File: src/rtl/clkrst_seq.sv
// clkrst_seq: free-running timebase (fast strobe, slow tick, heartbeat)
// plus a staged power-up sequencer with per-stage delays counted in slow
// ticks. A restart powers the stages down highest-first, then re-runs the
// power-up sequence without needing a global reset.
module clkrst_seq #(
    parameter int unsigned                FAST_DIV  = 250,
    parameter int unsigned                SLOW_DIV  = 200000,
    parameter int unsigned                N_STAGES  = 2,
    parameter int unsigned                DLY_W     = 4,
    parameter logic [N_STAGES*DLY_W-1:0]  STAGE_DLY = {4'd2, 4'd2}
) (
    input  logic                clk,
    input  logic                areset_n,
    input  logic                restart,
    output logic                strobe_fast,
    output logic                tick_slow,
    output logic                heartbeat,
    output logic [N_STAGES-1:0] stage_en,
    output logic                seq_done
);

    localparam int unsigned FW = (FAST_DIV > 2) ? $clog2(FAST_DIV) : 1;
    localparam int unsigned SW = (SLOW_DIV > 1) ? $clog2(SLOW_DIV) : 1;
    localparam int unsigned KW = (N_STAGES > 1) ? $clog2(N_STAGES) : 1;

    localparam logic [FW-1:0]    FAST_MAX = FW'(FAST_DIV - 1);
    localparam logic [SW-1:0]    SLOW_MAX = SW'(SLOW_DIV - 1);
    localparam logic [KW-1:0]    K_LAST   = KW'(N_STAGES - 1);
    localparam logic [DLY_W:0]   DCNT_ONE = 1;
    localparam logic [DLY_W-1:0] DLY_MIN  = 1;

    typedef enum logic [1:0] {
        ST_UP   = 2'd0,
        ST_DONE = 2'd1,
        ST_DOWN = 2'd2
    } state_t;

    logic [FW-1:0]       fcnt;
    logic [SW-1:0]       scnt;

    state_t              state, state_nxt;
    logic [KW-1:0]       k, k_nxt;
    logic [DLY_W-1:0]    dcnt, dcnt_nxt;
    logic [N_STAGES-1:0] stage_nxt;

    logic [DLY_W-1:0]    cur_dly;
    logic [DLY_W:0]      dcnt_inc;
    logic [KW-1:0]       top_idx;

    // Fast divider: wraps every FAST_DIV cycles, strobe registered on the wrap value.
    always_ff @(posedge clk or negedge areset_n) begin
        if (!areset_n) begin
            fcnt        <= '0;
            strobe_fast <= 1'b0;
        end else begin
            strobe_fast <= (fcnt == FAST_MAX);
            if (fcnt == FAST_MAX) begin
                fcnt <= '0;
            end else begin
                fcnt <= fcnt + FW'(1);
            end
        end
    end

    // Slow divider: counts fast strobes, emits tick and toggles heartbeat on wrap.
    always_ff @(posedge clk or negedge areset_n) begin
        if (!areset_n) begin
            scnt      <= '0;
            tick_slow <= 1'b0;
            heartbeat <= 1'b0;
        end else begin
            tick_slow <= strobe_fast && (scnt == SLOW_MAX);
            if (strobe_fast) begin
                if (scnt == SLOW_MAX) begin
                    scnt      <= '0;
                    heartbeat <= ~heartbeat;
                end else begin
                    scnt <= scnt + SW'(1);
                end
            end
        end
    end

    // Effective delay of the stage currently being powered up (0 counts as 1).
    always_comb begin
        cur_dly = '0;
        for (int unsigned i = 0; i < N_STAGES; i++) begin
            if (k == KW'(i)) begin
                cur_dly = STAGE_DLY[i*DLY_W +: DLY_W];
            end
        end
        if (cur_dly == '0) begin
            cur_dly = DLY_MIN;
        end
    end

    assign dcnt_inc = {1'b0, dcnt} + DCNT_ONE;

    // Index of the highest enabled stage, the next one to drop during power-down.
    always_comb begin
        top_idx = '0;
        for (int unsigned i = 0; i < N_STAGES; i++) begin
            if (stage_en[i]) begin
                top_idx = KW'(i);
            end
        end
    end

    // Sequencer state and stage-enable registers.
    always_ff @(posedge clk or negedge areset_n) begin
        if (!areset_n) begin
            state    <= ST_UP;
            k        <= '0;
            dcnt     <= '0;
            stage_en <= '0;
        end else begin
            state    <= state_nxt;
            k        <= k_nxt;
            dcnt     <= dcnt_nxt;
            stage_en <= stage_nxt;
        end
    end

    // Next-state logic: restart beats a coincident tick in UP/DONE, is ignored in DOWN.
    always_comb begin
        state_nxt = state;
        k_nxt     = k;
        dcnt_nxt  = dcnt;
        stage_nxt = stage_en;
        case (state)
            ST_UP: begin
                if (restart) begin
                    state_nxt = ST_DOWN;
                    dcnt_nxt  = '0;
                end else if (tick_slow) begin
                    if (dcnt_inc == {1'b0, cur_dly}) begin
                        for (int unsigned i = 0; i < N_STAGES; i++) begin
                            if (k == KW'(i)) begin
                                stage_nxt[i] = 1'b1;
                            end
                        end
                        dcnt_nxt = '0;
                        if (k == K_LAST) begin
                            state_nxt = ST_DONE;
                        end else begin
                            k_nxt = k + KW'(1);
                        end
                    end else begin
                        dcnt_nxt = dcnt_inc[DLY_W-1:0];
                    end
                end
            end
            ST_DONE: begin
                if (restart) begin
                    state_nxt = ST_DOWN;
                    dcnt_nxt  = '0;
                end
            end
            ST_DOWN: begin
                if (stage_en == '0) begin
                    state_nxt = ST_UP;
                    k_nxt     = '0;
                    dcnt_nxt  = '0;
                end else if (tick_slow) begin
                    for (int unsigned i = 0; i < N_STAGES; i++) begin
                        if (top_idx == KW'(i)) begin
                            stage_nxt[i] = 1'b0;
                        end
                    end
                    if (top_idx == '0) begin
                        state_nxt = ST_UP;
                        k_nxt     = '0;
                        dcnt_nxt  = '0;
                    end
                end
            end
            default: begin
                state_nxt = ST_UP;
                k_nxt     = '0;
                dcnt_nxt  = '0;
            end
        endcase
    end

    assign seq_done = &stage_en;

endmodule

File: config.mk
export PLATFORM = sky130hd
export DESIGN_NAME = clkrst_seq
export DESIGN_NICKNAME = d
export VERILOG_FILES = /design/src/rtl/clkrst_seq.sv
export SDC_FILE = /design/constraint.sdc
export NUM_CORES = 1
export LEC_CHECK = 0
export ABC_AREA = 1
export BUFFER_PORTS_ARGS = -buffer_cell sky130_fd_sc_hd__buf_2
export CAP_MARGIN = 20
export CORE_ASPECT_RATIO = 0.5
export CORE_MARGIN = 5
export CORE_UTILIZATION = 40
export CTS_CLUSTER_SIZE = 8
export DETAILED_ROUTE_END_ITERATION = 12
export PLACE_DENSITY_LB_ADDON = 0.05
export SKIP_LAST_GASP = 1
export SLEW_MARGIN = 20
export SYNTH_ARGS = -nofsm -noshare
export SYNTH_HDL_FRONTEND = slang
export SYNTH_SLANG_ARGS = --single-unit
File: constraint.sdc
create_clock -name clk -period 1.5 [get_ports clk]
set_input_delay 0.225 -clock clk [delete_from_list [all_inputs] [get_ports clk]]
set_output_delay 0.225 -clock clk [all_outputs]
set_load 0.01 [all_outputs]
==> out/results.ini, run 1 <==
[floorplanning]
die_height_um = 61.7
die-area_um2 = 7010
core_area_um2 = 5040
start_util_pct = 42.5
io_pins = 9
die_w_um = 113
row_count = 18

[sta]
tns_ps = 0
hold_viol_final = 0
relSlewSlack_pct = 67.4
layout_min_cycle_time_ps = 1430
period_share_pct = 95.6
rsz0062_at_grt = true
setup_viol_count_final = 0
finalClockSkew_ps = 4.71
setup_ws_ps = 66.4
slew_viol_final = 0
fmax_mhz = 698
hold_slack_ps = 278
tightest_slew_ps = 489

[yosys]
synth-warning-count = 0
syn_area_per_cell_um2 = 7.82
syn-num-nets = 282
synth_top_area_share_pct = 44.4
ys_seq_elements = 38
synthCells = 274
synthTopCellsByArea = dfrtp_1, nand2_1, inv_1
synth_cell_types = 29
synth_top_area_cell = dfrtp_1
syn_area_um2 = 2140
synth_seq_area_share_pct = 44.4

[setup_path]
r2r-start = scnt[1]$_DFFE_PN0P_
crit_required_ps = 1690
slowest_stage = dfrtp_1
cp_slowest_stage_delay_ps = 360
r2r-end = scnt[12]$_DFFE_PN0P_
crit_path_start_kind = register
crit_type = register to register
rrSetupSlack_ps = 70
worstPathCellList = ha_2 -> nand2_2 -> nor3_4 -> nand2_1 -> nor2_2 -> nand3_1 -> nand2_1 -> inv_1
cp_max_fo = 6
r2r_cells = 8
cp-end-kind = register
crit_top_cell = nand2_1
critical_path_arrival_ps = 1620

[placement]
place_congestion = 0.790
place_area_um2 = 2290
numPortBuffers = 8
place_hpwl_um = 3120
place_inst = 355
place_ws_ps = 0.201

[pwr]
combinationalPowerShare_pct = 27.0
leakage_nw = 1.29
p_sw_share_pct = 33.1
clkPwrFrac_pct = 29.2
vdd_drop_max_uv = 532
power.total_mw = 2.77
power_frac_seq_pct = 43.8
internal_power_mw = 1.85
powerDensity_nw_per_um2 = 1120
switchingPower_mw = 0.916

[route]
drc = 0
dr.max_layer_used = met4
ant_nets = 0
dr.first_iter.drc_count = 130
dr.pass1.iters = 4
wl_met3_um = 122
routed_wl_um = 4150
vias = 1730
met1_length_um = 2170
avgViaCountPerCell = 4.70
wl_met2_um = 1800
wl_per_cell_um = 11.3

[min_path]
min_from = restart
holdPathStages = 4
whs_endpoint = state[0]$_DFFE_PN0P_
hold_path.class = primary input to register

[global_route]
grt_pass1_wl_um = 7460
antenna_found_initial = 0
grt-ovfl-total = 0
first_global_vias = 1670
grt_max_degree = 39
grt_usage_pct = 13.6

[cts]
cts_tree = done
numCtsBuffers = 5
cts_root_buf = clkbuf_8
htree_levels = 2
cts_buffer_depth = 2
clk_latency_ps = 290
clk_pin_slew_worst_paths_ps = 70
cts.sinks = 38

[finish]
fin_util_pct = 49.1
layout_common_cells = nand2_1, inv_1, dfrtp_1
area_delta_synth_final_pct = 15.7
num_antenna_cells = 0
seq_area_um2 = 951
fin_cells = 368
nNetsFinal = 305
fin_area_um2 = 2480
drive_gt1_share_pct = 20.8
final_common_cell = nand2_1
nFillCells = 523
multi_input_area_um2 = 1030

[run_status]
run_status = complete, no violations

[run]
drv_cap = 0

## critical path: cells and delay by family, from the launching register on
kind	cells	cell delay, ps
adder cells (fa/ha/maj)	1	190
buffers and inverters	1	30
flip-flops	1	360
AND/OR/NAND/NOR	6	750
## state kept, by name (all words and copies together) (netlist names)
register,count
state,2
strobe_fast,1
dcnt,4
heartbeat,1
stage_en,2
tick_slow,1
k,1
scnt,18
fcnt,8
## what timing repair did
action	CTS	global route
endpoints found under the setup margin	1	10
buffers inserted	2	2
resized for setup	0	11
pin swaps	2	9
hold buffers	1	0
endpoints found under the hold margin	20	0
## per-layer routing
metal | vias to the layer above | track usage, %
met2 | 14 | 21.6
met4 | 0 | 5.65
met1 | 797 | 18.0
met5 | - | 0
li1 | 914 | -
met3 | 5 | 3.77
## synth_stat cells (all sizes together)
cell type   n
nand2      65
nand3      19
a21oi      12
nor3       13
inv        48
o21ai      11
nand3b      2
xor2        6
and3        1
ha          5
xnor2       1
nor3b       1
nand4       9
dfrtp      38
or2         2
nor2       36
buf         2
o22ai       1
o211ai      2
## power by group through the flow
stage | logic [mW] | clock network (mW) | registers, mW
floorplan | 0.520 | 0 | 1.23
global placement | 0.691 | 0 | 1.23
finish | 0.747 | 0.808 | 1.21
global route | 0.860 | 0.891 | 1.23
detailed placement | 0.688 | 0 | 1.23
CTS | 0.695 | 0.848 | 1.21
## worst max-delay path by stage
stage	slack, ps	cells past startpoint	startpoint	endpoint
after floorplan	170	8	scnt[0]$_DFFE_PN0P_	scnt[12]$_DFFE_PN0P_
after global placement	50	8	scnt[0]$_DFFE_PN0P_	scnt[12]$_DFFE_PN0P_
after detailed placement	0.2	8	scnt[0]$_DFFE_PN0P_	scnt[12]$_DFFE_PN0P_
after CTS	20	8	scnt[0]$_DFFE_PN0P_	scnt[12]$_DFFE_PN0P_
after global routing	-70	8	scnt[0]$_DFFE_PN0P_	scnt[12]$_DFFE_PN0P_
final	70	8	scnt[1]$_DFFE_PN0P_	scnt[12]$_DFFE_PN0P_
## layout make-up
cell class / count / share of cell area (%)
Clock buffer: 8 / 4.44
Multi-Input combinational cell: 186 / 41.6
Sequential cell: 38 / 38.4
Tap cell: 70 / 3.53
Inverter: 48 / 7.27
Timing Repair Buffer: 18 / 4.75
## cells by family (layout without fill, tap and decap cells)
kind of cell | count (synthesis) | count (layout) | share of synthesized area [%]
AO/OA/AOI/OAI | 26 | 26 | 6.60
adder cells (fa/ha/maj) | 5 | 5 | 2.92
XOR/XNOR | 7 | 7 | 2.86
flip-flops | 38 | 38 | 44.4
AND/OR/NAND/NOR | 148 | 148 | 34.1
buffers and inverters | 50 | 74 | 9.11
No activity file was read; power rests on OpenSTA's default activity.
==> inputs of run 2 (changes only) <==
CORE_UTILIZATION = 59   (was 40)
==> run 2 against run 1 <==
The flow now finishes with violations (setup timing). Register-to-register slack lost 70 ps. Via count is 2.8% higher. Die area down 29%. Cell area fell by 1.1%. Hold slack about the same. Highest routed layer unchanged. Clock power decreased by 1%. Critical endpoint is now scnt[8]$_DFFE_PN0P_.
==> out/results.ini, run 2 (synthesis results as in run 1) <==
[run_status]
run_status = finished with violations
violations = setup timing

[setup_path]
critical_path_arrival_ps = 1710
crit_type = register to register
r2r_cells = 8
slowest_stage = dfrtp_1
crit_path_start_kind = register
cp-end-kind = register
worstSetupPathDepth = 8
r2r-end = scnt[8]$_DFFE_PN0P_
crit_buf_inv = 1
critPathTopFamily = simple AND/OR/NAND/NOR gates
crit_required_ps = 1710
cp_max_fo = 6
rrSetupSlack_ps = -8
worstPathCellList = ha_2 -> nand2_2 -> nor3_4 -> buf_6 -> nand3_2 -> o21ai_1 -> nand2_1 -> nor2_1
r2r-start = scnt[0]$_DFFE_PN0P_
cp_slowest_stage_delay_ps = 380

[floorplanning]
start_util_pct = 61.7
die_height_um = 52.6
core_area_um2 = 3470
die_w_um = 95.2
die-area_um2 = 5010
row_count = 15
io_pins = 9

[finish]
area_delta_synth_final_pct = 14.4
largestRegisters = scnt: 18 flops, fcnt: 8 flops, dcnt: 4 flops
fin_cells = 347
largest_register_ffs = 18
nNetsFinal = 303
drive_gt1_share_pct = 18.9
regMostFlops = scnt
final_common_cell = nand2_1
layout_common_cells = nand2_1, inv_1, dfrtp_1
num_antenna_cells = 0

[placement]
place_congestion = 0.875
place_inst = 334
place_hpwl_um = 3090
numPortBuffers = 8

[pwr]
p_sw_share_pct = 32.3
leakage_nw = 1.28
clkPwrFrac_pct = 29.0
switchingPower_mw = 0.886
combinationalPowerShare_pct = 26.4
internal_power_mw = 1.86
powerDensity_nw_per_um2 = 1120
vdd_drop_max_uv = 550
power_frac_seq_pct = 44.6

[run]
drv_cap = 0

[global_route]
grt_usage_pct = 18.8
grt_max_degree = 22
antenna_found_initial = 0
first_global_vias = 1702
grt-ovfl-total = 0
grt_pass1_wl_um = 7220

[min_path]
min_from = restart
holdPathStages = 4
whs_endpoint = state[0]$_DFFE_PN0P_
hold_path.class = primary input to register

[route]
dr.max_layer_used = met4
drc = 0
avgViaCountPerCell = 5.13
dr.first_iter.drc_count = 115
ant_nets = 0
routed_wl_um = 4050
met1_length_um = 2010
wl_per_cell_um = 11.7
wl_met2_um = 1890
vias = 1779
dr.pass1.iters = 4
wl_met3_um = 117

[cts]
cts_buffer_depth = 2
clk_latency_ps = 280
cts_tree = done
clk_pin_slew_worst_paths_ps = 70
htree_levels = 2
numCtsBuffers = 5
cts_root_buf = clkbuf_8
cts.sinks = 38

[sta]
hold_viol_final = 0
relSlewSlack_pct = 72.1
setup_viol_count_final = 1
layout_min_cycle_time_ps = 1510
hold_slack_ps = 277
setup_ws_ps = -7.76
period_share_pct = 101
tightest_slew_ps = 418
rsz0062_at_grt = true
fmax_mhz = 663
finalClockSkew_ps = 4.82
slew_viol_final = 0

==> run 2: changes by cell type in the layout (fill, tap and decap cells not counted), sizes merged <==
cell,previous run,this run
buf,17,15
==> run 2: worst reg2reg max path, delay by kind of cell, from the launching register on <==
family | cells | cell delay, ps
DFF | 1 | 380
AOI/OAI and AO/OA | 1 | 110
buffers and inverters | 1 | 150
and+or+nand+nor | 5 | 590
adders and majority gates | 1 | 200
==> run 2: cell type report <==
type	instances	area, um2
multi-input cells	186	1020
fillers	278	1020
flip-flops and latches	38	951
inverters	48	180
repair buffers	16	123
clock buffers	8	110
well taps	51	63.8
==> run 2: what timing repair did <==
action,4_1_cts,5_1_grt
setup endpoints to repair,0,9
buffers inserted,0,4
hold endpoints to repair,17,0
hold buffers,1,0
gates resized for setup,0,9
==> run 2: per-stage QoR <==
step,instance area (um2),power [mW],utilization [%],setup WS (ps),TNS [ps]
final,2450,2.75,70.6,-7.76,-7.76
after global routing,2450,2.96,70.6,-103,-494
after CTS,2390,2.73,68.7,8.87,0
after detailed placement,2270,1.93,65.3,16.3,0
after global placement,2270,1.90,65.3,69.7,0
after floorplan,2140,1.75,-,170,0
==> run 2: power by group through the flow <==
stage / logic [mW] / clock network, mW / registers, mW
2_1_floorplan: 0.520 / 0 / 1.23
3_3_place_gp: 0.679 / 0 / 1.23
3_5_place_dp: 0.693 / 0 / 1.23
4_1_cts: 0.699 / 0.815 / 1.21
5_1_grt: 0.845 / 0.871 / 1.24
6_report: 0.726 / 0.796 / 1.22
==> run 2: how the worst max path moves through the flow <==
stage	slack [ps]	endpoint	from
after floorplan	170	scnt[12]$_DFFE_PN0P_	scnt[0]$_DFFE_PN0P_
after global placement	70	scnt[12]$_DFFE_PN0P_	scnt[0]$_DFFE_PN0P_
after detailed placement	20	scnt[12]$_DFFE_PN0P_	scnt[0]$_DFFE_PN0P_
after CTS	9	scnt[12]$_DFFE_PN0P_	scnt[0]$_DFFE_PN0P_
after global routing	-100	scnt[12]$_DFFE_PN0P_	scnt[0]$_DFFE_PN0P_
final	-8	scnt[8]$_DFFE_PN0P_	scnt[0]$_DFFE_PN0P_
==> run 2: routing by layer <==
metal / global-route usage (%) / up-vias
met1: 23.8 / 845
met2: 32.4 / 23
li1: - / 907
met5: 0 / -
met4: 3.59 / 0
met3: 5.31 / 4
==> inputs of run 3 (changes only) <==
CORE_MARGIN = 2   (was 5)
==> run 3 against run 2 <==
The flow still finishes with violations (setup timing). Total power shrank 1.2%. Count of clock-buffer cells in the layout is the same. Worst setup slack lost 26 ps. Routed wire length grew 0.40%. Core utilization grew 0.56 points. Non-clock buffer count is the same. First-iteration DRC count grew 41%. Largest power group unchanged.
==> out/results.ini, run 3 (synthesis results as in run 1) <==
[floorplanning]
die_height_um = 46.6
die_w_um = 89.2
row_count = 15
start_util_pct = 62.0
core_area_um2 = 3450
io_pins = 9
die-area_um2 = 4160

[global_route]
first_global_vias = 1635
grt_usage_pct = 21.9
gr-max-usage-layer = met2
grt_max_degree = 26
grt_pass1_wl_um = 6780
grt_use_met2_pct = 36.9
antenna_found_initial = 0
grtUsageMet3_pct = 5.56
gr-usage-met1_pct = 27.8
grt-ovfl-total = 0

[setup_path]
r2r-start = scnt[1]$_DFFE_PN0P_
crit_path_start_kind = register
crit_required_ps = 1730
critical_path_arrival_ps = 1760
cp_max_fo = 6
crit_start = scnt[1]$_DFFE_PN0P_
crit_type = register to register
cp-end-kind = register

[cts]
numCtsBuffers = 5
cts_root_buf = clkbuf_8
clk_latency_ps = 290
cts_buffer_depth = 2
cts.sinks = 38
cts_tree = done
clk_pin_slew_worst_paths_ps = 70
htree_levels = 2

[pwr]
combinationalPowerShare_pct = 25.7
power_frac_seq_pct = 45.0
p_sw_share_pct = 32.2
vdd_drop_max_uv = 549
leakage_nw = 1.28
powerDensity_nw_per_um2 = 1100
switchingPower_mw = 0.874
clkPwrFrac_pct = 29.3
internal_power_mw = 1.84

[route]
ant_nets = 0
dr.first_iter.drc_count = 162
wl_per_cell_um = 11.7
drc = 0
dr.pass1.iters = 6
routed_wl_um = 4070
vias = 1770
avgViaCountPerCell = 5.10

[run]
drv_cap = 0

[finish]
regMostFlops = scnt
largest_register_ffs = 18
fin_util_pct = 71.2
multi_input_area_um2 = 1030
final_common_cell = nand2_1
drive_gt1_share_pct = 20.6
nNetsFinal = 303
largestRegisters = scnt: 18 flops, fcnt: 8 flops, dcnt: 4 flops
layout_common_cells = nand2_1, inv_1, dfrtp_1
num_antenna_cells = 0
area_delta_synth_final_pct = 14.7
seq_area_um2 = 951
nFillCells = 300

[placement]
place_hpwl_um = 3000
numPortBuffers = 8
place_congestion = 0.868

[sta]
layout_min_cycle_time_ps = 1530
fmax_mhz = 652
relSlewSlack_pct = 76.2
tightest_slew_ps = 357
finalClockSkew_ps = 3.94
hold_viol_final = 0
slew_viol_final = 0
tns_ps = -34.0
setup_ws_ps = -34.0
period_share_pct = 102
rsz0062_at_grt = true
setup_viol_count_final = 1

[run_status]
violations = setup timing
run_status = finished with violations

[min_path]
min_from = restart
hold_path.class = primary input to register

-- run 3: final cells by class --
| class | instances | area share, % |
|---|---|---|
| Inverter | 48 | 7.33 |
| Multi-Input combinational cell | 186 | 42.1 |
| Timing Repair Buffer | 16 | 4.84 |
| Sequential cell | 38 | 38.7 |
| Tap cell | 51 | 2.60 |
| Clock buffer | 8 | 4.48 |
-- run 3: critical path, cell delays in order, from the launching register on --
cell	delay, ps
dfrtp_1	370
ha_2	200
nand2_2	80
nor3_4	340
buf_6	160
nand3_2	50
o21ai_1	140
nand2_1	60
nor2_1	80
-- run 3: through the flow --
step	worst slack, ps	instances	hold WS, ps	power, mW	cell area [um2]
3_5_place_dp	14.0	335	152	1.92	2270
5_1_grt	-125	347	287	2.91	2460
6_report	-34.0	347	271	2.71	2460
4_1_cts	6.58	344	262	2.73	2390
2_1_floorplan	170	274	-70.6	1.75	2140
3_3_place_gp	66.7	335	142	1.90	2270
-- run 3: final timing paths --
path / to / slack (ps) / depth (start not counted)
worst max register to register: scnt[8]$_DFFE_PN0P_ / -30 / 8
min in group asynchronous: fcnt[0]$_DFF_PN0_ / 370 / 2
max in group asynchronous: stage_en[0]$_DFFE_PN0P_ / 690 / 3
worst min-delay path: state[0]$_DFFE_PN0P_ / 270 / 4
worst min register to register: heartbeat$_DFFE_PN0P_ / 470 / 1
worst max-delay path: scnt[8]$_DFFE_PN0P_ / -30 / 8
-- run 3: repair_timing --
action                                  in CTS  in global routing
endpoints found under the setup margin       0                 13
hold endpoints to repair                    13                  0
setup buffers                                0                  3
hold buffers                                 1                  0
resized for setup                            0                 14
-- run 3: metal layers --
layer  vias to the layer above  routed length [um]
met5                         -                   0
met4                         0                  68
met3                         9                 146
met2                        37                1860
met1                       814                1990
li1                        910                   -
-- run 3: power groups by stage --
stage          Clock, mW  Combinational, mW  Sequential [mW]
2_1_floorplan          0              0.520             1.23
3_3_place_gp           0              0.678             1.23
3_5_place_dp           0              0.690             1.23
4_1_cts            0.823              0.694             1.21
5_1_grt            0.858              0.820             1.23
6_report           0.794              0.698             1.22
